--- config.mk ---
export PLATFORM = sky130hd
export DESIGN_NAME = pipe_stage_elastic
export DESIGN_NICKNAME = d
export VERILOG_FILES = /design/src/rtl/pipe_stage_elastic.sv
export SDC_FILE = /design/constraint.sdc
export NUM_CORES = 1
export LEC_CHECK = 0
export CAP_MARGIN = 30
export CORE_UTILIZATION = 52
export CTS_CLUSTER_DIAMETER = 100
export CTS_CLUSTER_SIZE = 25
export DETAILED_ROUTE_END_ITERATION = 10
export PLACE_DENSITY = 0.85
export SLEW_MARGIN = 20
export SYNTH_ARGS = -nofsm -noshare
export SYNTH_HDL_FRONTEND = slang
export SYNTH_SLANG_ARGS = --single-unit
--- constraint.sdc ---
create_clock -name CLK -period 4.48 [get_ports CLK]
set_clock_uncertainty 0.15 [all_clocks]
set_input_delay 0.448 -clock CLK [delete_from_list [all_inputs] [get_ports CLK]]
set_output_delay 0.448 -clock CLK [all_outputs]
set_load 0.02 [all_outputs]
--- src/rtl/pipe_stage_elastic.sv ---
// Elastic pipeline stage: main+skid buffer under a valid/ready handshake.
// Optional perf counters (stall_cnt, bubble_cnt) when PIPE_PERF_CNT_EN is defined.
module pipe_stage_elastic #(
    parameter int DATA_W = 111,
    parameter int CTRL_W = 9
`ifdef PIPE_PERF_CNT_EN
    ,
    parameter int CNT_W  = 16
`endif
) (
    input  logic              CLK,
    input  logic              RST,
    input  logic              FLUSH,
    input  logic              in_valid,
    output logic              in_ready,
    input  logic [CTRL_W-1:0] in_ctrl,
    input  logic [DATA_W-1:0] in_data,
    output logic              out_valid,
    input  logic              out_ready,
    output logic [CTRL_W-1:0] out_ctrl,
    output logic [DATA_W-1:0] out_data,
    output logic [1:0]        occupancy
`ifdef PIPE_PERF_CNT_EN
    ,
    output logic [CNT_W-1:0]  stall_cnt,
    output logic [CNT_W-1:0]  bubble_cnt
`endif
);

    typedef enum logic [1:0] {
        ST_EMPTY = 2'd0,
        ST_FULL  = 2'd1,
        ST_SKID  = 2'd2
    } state_t;

    state_t              r_state;
    state_t              w_state_nx;
    logic                r_in_ready;
    logic [1:0]          r_occ;
    logic [CTRL_W-1:0]   r_main_ctrl;
    logic [DATA_W-1:0]   r_main_data;
    logic [CTRL_W-1:0]   r_skid_ctrl;
    logic [DATA_W-1:0]   r_skid_data;

    logic                w_out_valid;
    logic                w_push;
    logic                w_pop;
    logic                w_load_main_in;
    logic                w_load_main_skid;
    logic                w_load_skid;
    logic [1:0]          w_occ_nx;

    assign w_out_valid = (r_state != ST_EMPTY);
    assign w_push      = in_valid & r_in_ready;
    assign w_pop       = w_out_valid & out_ready;

    // Next-state and buffer-load decode; flush overrides everything but reset
    always_comb begin
        w_state_nx       = r_state;
        w_load_main_in   = 1'b0;
        w_load_main_skid = 1'b0;
        w_load_skid      = 1'b0;
        unique case (r_state)
            ST_EMPTY: begin
                if (w_push) begin
                    w_state_nx     = ST_FULL;
                    w_load_main_in = 1'b1;
                end
            end
            ST_FULL: begin
                if (w_push && w_pop) begin
                    w_load_main_in = 1'b1;
                end else if (w_push) begin
                    w_state_nx  = ST_SKID;
                    w_load_skid = 1'b1;
                end else if (w_pop) begin
                    w_state_nx = ST_EMPTY;
                end
            end
            ST_SKID: begin
                if (w_pop) begin
                    w_state_nx       = ST_FULL;
                    w_load_main_skid = 1'b1;
                end
            end
            default: begin
                w_state_nx = ST_EMPTY;
            end
        endcase
        if (FLUSH) begin
            w_state_nx       = ST_EMPTY;
            w_load_main_in   = 1'b0;
            w_load_main_skid = 1'b0;
            w_load_skid      = 1'b0;
        end
    end

    // Occupancy follows the next state so it is available as a register
    always_comb begin
        w_occ_nx = 2'd0;
        unique case (w_state_nx)
            ST_EMPTY: w_occ_nx = 2'd0;
            ST_FULL:  w_occ_nx = 2'd1;
            ST_SKID:  w_occ_nx = 2'd2;
            default:  w_occ_nx = 2'd0;
        endcase
    end

    // State register with registered in_ready and occupancy
    always_ff @(posedge CLK) begin
        if (RST) begin
            r_state    <= ST_EMPTY;
            r_in_ready <= 1'b1;
            r_occ      <= 2'd0;
        end else begin
            r_state    <= w_state_nx;
            r_in_ready <= (w_state_nx != ST_SKID);
            r_occ      <= w_occ_nx;
        end
    end

    // Main entry: loads from input or skid; ctrl zeroed whenever stage empties
    always_ff @(posedge CLK) begin
        if (RST) begin
            r_main_ctrl <= '0;
            r_main_data <= '0;
        end else if (FLUSH) begin
            r_main_ctrl <= '0;
        end else if (w_load_main_in) begin
            r_main_ctrl <= in_ctrl;
            r_main_data <= in_data;
        end else if (w_load_main_skid) begin
            r_main_ctrl <= r_skid_ctrl;
            r_main_data <= r_skid_data;
        end else if (w_state_nx == ST_EMPTY) begin
            r_main_ctrl <= '0;
        end
    end

    // Skid entry: catches the input when downstream stalls with main full
    always_ff @(posedge CLK) begin
        if (RST) begin
            r_skid_ctrl <= '0;
            r_skid_data <= '0;
        end else if (FLUSH) begin
            r_skid_ctrl <= '0;
        end else if (w_load_skid) begin
            r_skid_ctrl <= in_ctrl;
            r_skid_data <= in_data;
        end
    end

    assign in_ready  = r_in_ready;
    assign out_valid = w_out_valid;
    assign out_ctrl  = r_main_ctrl;
    assign out_data  = r_main_data;
    assign occupancy = r_occ;

`ifdef PIPE_PERF_CNT_EN
    localparam logic [CNT_W-1:0] CNT_MAX = '1;

    logic [CNT_W-1:0] r_stall_cnt;
    logic [CNT_W-1:0] r_bubble_cnt;
    logic             w_stall;
    logic             w_bubble;

    assign w_stall  = in_valid & ~r_in_ready;
    assign w_bubble = out_ready & ~w_out_valid;

    // Saturating stall counter; cleared only by reset, blind to flush
    always_ff @(posedge CLK) begin
        if (RST) begin
            r_stall_cnt <= '0;
        end else if (w_stall && (r_stall_cnt != CNT_MAX)) begin
            r_stall_cnt <= r_stall_cnt + CNT_W'(1);
        end
    end

    // Saturating bubble counter; cleared only by reset, blind to flush
    always_ff @(posedge CLK) begin
        if (RST) begin
            r_bubble_cnt <= '0;
        end else if (w_bubble && (r_bubble_cnt != CNT_MAX)) begin
            r_bubble_cnt <= r_bubble_cnt + CNT_W'(1);
        end
    end

    assign stall_cnt  = r_stall_cnt;
    assign bubble_cnt = r_bubble_cnt;
`endif

endmodule

[After elaboration in Yosys (flattened, before gate mapping)]
Cells that the tools add are included.
Operators by class
  eq/ne operators: 5
  multiplexer cells: 23
  bitwise operators: 3
  reductions and logical operators: 9
Operators with widths (count)
  111-bit two-way mux: 2
  9-bit two-way mux: 3
  2-bit two-way mux: 6
  1-bit two-way mux: 9
  2-bit case mux with 3 select lines: 1
  2-bit by 1-bit equality test with 1-bit output, second input constant: 2
  2-bit equality test, second input constant: 2
  2-bit logical NOT: 2
  2-bit case mux with 2 select lines: 1
  2-bit AND reduction: 2
  2-bit nonzero test: 2
  3-bit nonzero test: 1
  1-bit bitwise AND: 2
  2-bit != test, second input constant: 1
  1-bit case mux with 2 select lines: 1
  2-bit OR reduction: 1
  1-bit logical AND: 1
  1-bit inverter: 1
Word-level totals
  register bits after elaboration: 245
  word-level logic and storage cells: 47

[Longest topological paths before layout]
  depth in word-level cells: 11
  depth in mapped cells: 7
  gate-level depth less buffers: 4

[Least setup slack after synthesis]
Ideal clock, no wire load.
  path kind: input-to-reg
  from: input port FLUSH
  to: register r_main_ctrl[0] (netlist: out_ctrl[0])
  data arrival time: 1353 ps
  data required time: 4252 ps
  setup slack: 2899 ps
  stages: 5
  path buffers: 1
  cell sequence: nand4bb_1 > nor2_1 > clkbuf_1 > a221oi_1 > nor3_1
Between the ends
  longest elaborated chain between the ends: 3
  elaborated cells on any way between the ends: 8
RTL lines
  from (decl): line 13  | input logic FLUSH,
  2-bit two-way mux / 1-bit two-way mux (equally long branches): line 90  | if (FLUSH) begin
  2-bit logical NOT / 9-bit two-way mux (equally long branches): line 135, 132
  3-bit nonzero test (no source line) / 9-bit two-way mux (equally long branches)
  to (signal assigned): line 130  | r_main_ctrl <= in_ctrl;
  to (signal assigned): line 133  | r_main_ctrl <= r_skid_ctrl;
  to (decl): line 40  | logic [CTRL_W-1:0] r_main_ctrl;
Parallel ways exist; a longest one is shown, timed or not.
A chain may end at the register's enable or synchronous reset.

[Final worst setup path]
  from: input port out_ready
  to: register r_main_data[52] (netlist: out_data[52])
Between the ends
  longest elaborated chain between the ends: 7
  elaborated cells on any way between the ends: 11
RTL lines
  from (decl): line 19  | input logic out_ready,
  1-bit bitwise AND *: line 55  | assign w_pop = w_out_valid & out_ready;
  1-bit logical AND: line 71  | if (w_push && w_pop) begin
  1-bit two-way mux: line 71
  1-bit case mux with 2 select lines: line 63  | unique case (r_state)
  1-bit two-way mux: line 90
  2-bit nonzero test (no source line)
  2-bit AND reduction (no source line)
  to (signal assigned): line 131  | r_main_data <= in_data;
  to (signal assigned): line 134  | r_main_data <= r_skid_data;
  to (decl): line 41  | logic [DATA_W-1:0] r_main_data;
Mark *: on every way between the ends. The rest lies on a longest branch, timed or not.

==> flow_summary.ini <==
[route]
drc = 0
num_vias = 8335
drt_iter0_drc = 691
avgViaCountPerCell = 5.60
dr.pass1.iters = 6
wirelength_mm = 24.0
wl_per_cell_um = 16.1
drtAntennaViolNets = 0

[synth]
syn_inst = 1089
synth.ff_latch_count = 245
synth_cell_type_count = 26
synth_area_leader_cell = dfxtp_1
ys.flop_type = dfxtp_1
ys_top_cells_by_area = dfxtp_1 (54%), nand2_1 (14%), a21oi_1 (12%), a22oi_1 (9.2%), buf_2 (2.4%)
synth_top_cell_area_share_pct = 54.0
synth_nets = 1214
synth_common_cells = nand2_1 (337), dfxtp_1 (245), a21oi_1 (224)
async_reset_ff_share_pct = 0
avgSynthCellArea_sq_um = 8.34
synth_edf_count = 0
syn_area_sq_um = 9080
yosysWarningCount = 0
ys_seq_area_share_pct = 54.0
synth.most_common_cell = nand2_1

[floorplan]
fp-row-count = 47
core_sq_um = 16800
start_util_pct = 54.0
die_w_um = 134
die_y_um = 134
pin_count = 249
die-area_sq_um = 18000

[sta]
final_max_slew_viol_count = 0
min_period_over_period_pct = 60.6
fmax_ghz = 0.368
setup_viol = 0
hold_viol = 0
rsz0062_at_grt = no
finalCriticalPeriod_ns = 2.72
hold_slack_ns = 0.284
max_slew.worst_pin.slew_ns = 0.944
setup-tns-final_ns = 0
slew_headroom_pct = 37.1

[cells_and_area]
stdcell_area_sq_um = 11900
fillers = 1337
area_delta_synth_final_pct = 30.9
drive_gt1_share_pct = 2.60
final_cells = 1489
final_util_pct = 70.6
seqCellArea_sq_um = 4900
antennaDiodeCount = 0
final_nets = 1395
multi_input_area_sq_um = 3760

[setup_path]
cp-start-kind = input port
r2r-end = out_data[52]$_SDFFE_PP0P_
endpoint = out_data[52]$_SDFFE_PP0P_
r2r_setup_slack_ns = 2.17
cp-end-kind = register
arrival_ns = 2.95
required_ns = 4.71
r2r_start = r_state[1]$_SDFF_PP0_
critical_path.max_fanout = 64
startpoint = out_ready
crit_type = input port to register
r2r_cells = 5

[clocking]
clock_path_buffers = 3
clkSinkCount = 245
clk_latency_ns = 0.46
postCtsSetupBuffers = 0
cts.clk_slew.worst_paths_ns = 0.09
post_cts_resized = 0
cts_tree = built
numCtsBuffers = 13
htreeDepth = 1
holdBufCountCts = 0
ctsRootBufferMaster = clkbuf_16

[placed_design]
place_hpwl_mm = 14.9
placed_area_sq_um = 11500
gp_congestion = 0.794
port_buffers = 248
post-place-cells = 1475

[global_routing]
grt_pass1_wl_mm = 38.4
antenna_found_initial = 0
grt_pass1_vias = 7652
grt.overflow.total = 0
grt_usage_pct = 25.9
grt_max_degree = 94

[outcome]
status = finished, final reports clean

[hold_path]
hold_path_class = input port to register

[power_and_ir_drop]
ir_worst_vdd_mv = 0.254
power_leakage_nw = 3.92
powerDensity_nw_per_um2 = 332

[run]
drv_cap = 0
==> where the power goes <==
group | switching (mW) | internal (mW) | leakage, nW | total (mW)
clock network | 0.657 | 0.526 | 0.160 | 1.18
registers | 0.0339 | 2.24 | 1.99 | 2.27
logic | 0.255 | 0.238 | 1.77 | 0.494
total | 0.947 | 3.00 | 3.92 | 3.95
==> sequential cells by signal (all words and copies together) (netlist names) <==
register / count
r_skid_ctrl: 9
out_ctrl: 9
occupancy: 2
r_state: 2
r_skid_data: 111
out_data: 111
in_ready: 1
==> layout by cell type, fill, tap and decap left out, types with 2 or more instances in the layout <==
master and count:
clkbuf_16 13, a211oi_1 2, a22oi_1 111, nor2_1 21
nand2b_1 11, clkdlybuf4s50_1 247, buf_4 8, dfxtp_1 245
mux2i_1 9, nand2_1 336, nor3_1 10, a21oi_1 224
a221oi_1 9, buf_12 3, nor2b_1 3, nor2_4 2
==> logic make-up after synthesis <==
family / after synthesis / synth area share [%]
AOI/OAI and AO/OA: 351 / 23.0
muxes: 9 / 0.992
and+or+nand+nor: 391 / 17.1
buffers and inverters: 93 / 4.89
DFF: 245 / 54.0
==> stage by stage <==
stage	power (mW)	worst slack, ns
2_1_floorplan	2.54	2.90
3_3_place_gp	2.80	1.40
3_5_place_dp	2.81	1.34
4_1_cts	3.98	1.83
5_1_grt	4.10	1.64
6_report	3.95	1.76
==> worst max-delay path, cell delays in order <==
cell and delay [ns]:
clkdlybuf4s50_1 0.74, and4bb_4 0.60, a21oi_4 0.20, buf_4 0.57
nand2_1 0.14, a21oi_1 0.18
==> cell type report <==
type / instances / share of cell area, %
Clock buffer: 13 / 2.74
Tap cell: 220 / 2.32
Multi-Input combinational cell: 751 / 31.7
Timing Repair Buffer: 259 / 21.9
Clock inverter: 1 / 0.0632
Sequential cell: 245 / 41.3
==> worst min-delay path by stage <==
| stage | startpoint | end | slack [ns] | depth (start not counted) |
|---|---|---|---|---|
| floorplan | r_skid_data[0]$_SDFFE_PP0P_ | r_skid_data[0]$_SDFFE_PP0P_ | 0.29 | 2 |
| global placement | out_data[47]$_SDFFE_PP0P_ | out_data[47]$_SDFFE_PP0P_ | 0.29 | 2 |
| detailed placement | out_data[100]$_SDFFE_PP0P_ | out_data[100]$_SDFFE_PP0P_ | 0.30 | 2 |
| CTS | RST | out_data[18]$_SDFFE_PP0P_ | 0.28 | 2 |
| global route | RST | out_data[19]$_SDFFE_PP0P_ | 0.29 | 2 |
| finish | RST | out_data[96]$_SDFFE_PP0P_ | 0.28 | 2 |
==> metal layers <==
metal / vias to the layer above / wire (um) / global-route usage [%] / part of all wire, %
li1: 4068 / - / - / -
met1: 3905 / 9730 / 33.8 / 40
met2: 314 / 11800 / 42.9 / 49
met3: 48 / 1760 / 4.57 / 7.3
met4: 0 / 786 / 9.30 / 3.3
met5: - / 0 / 0 / 0
Note: power is estimated with default switching activity, not from simulation.
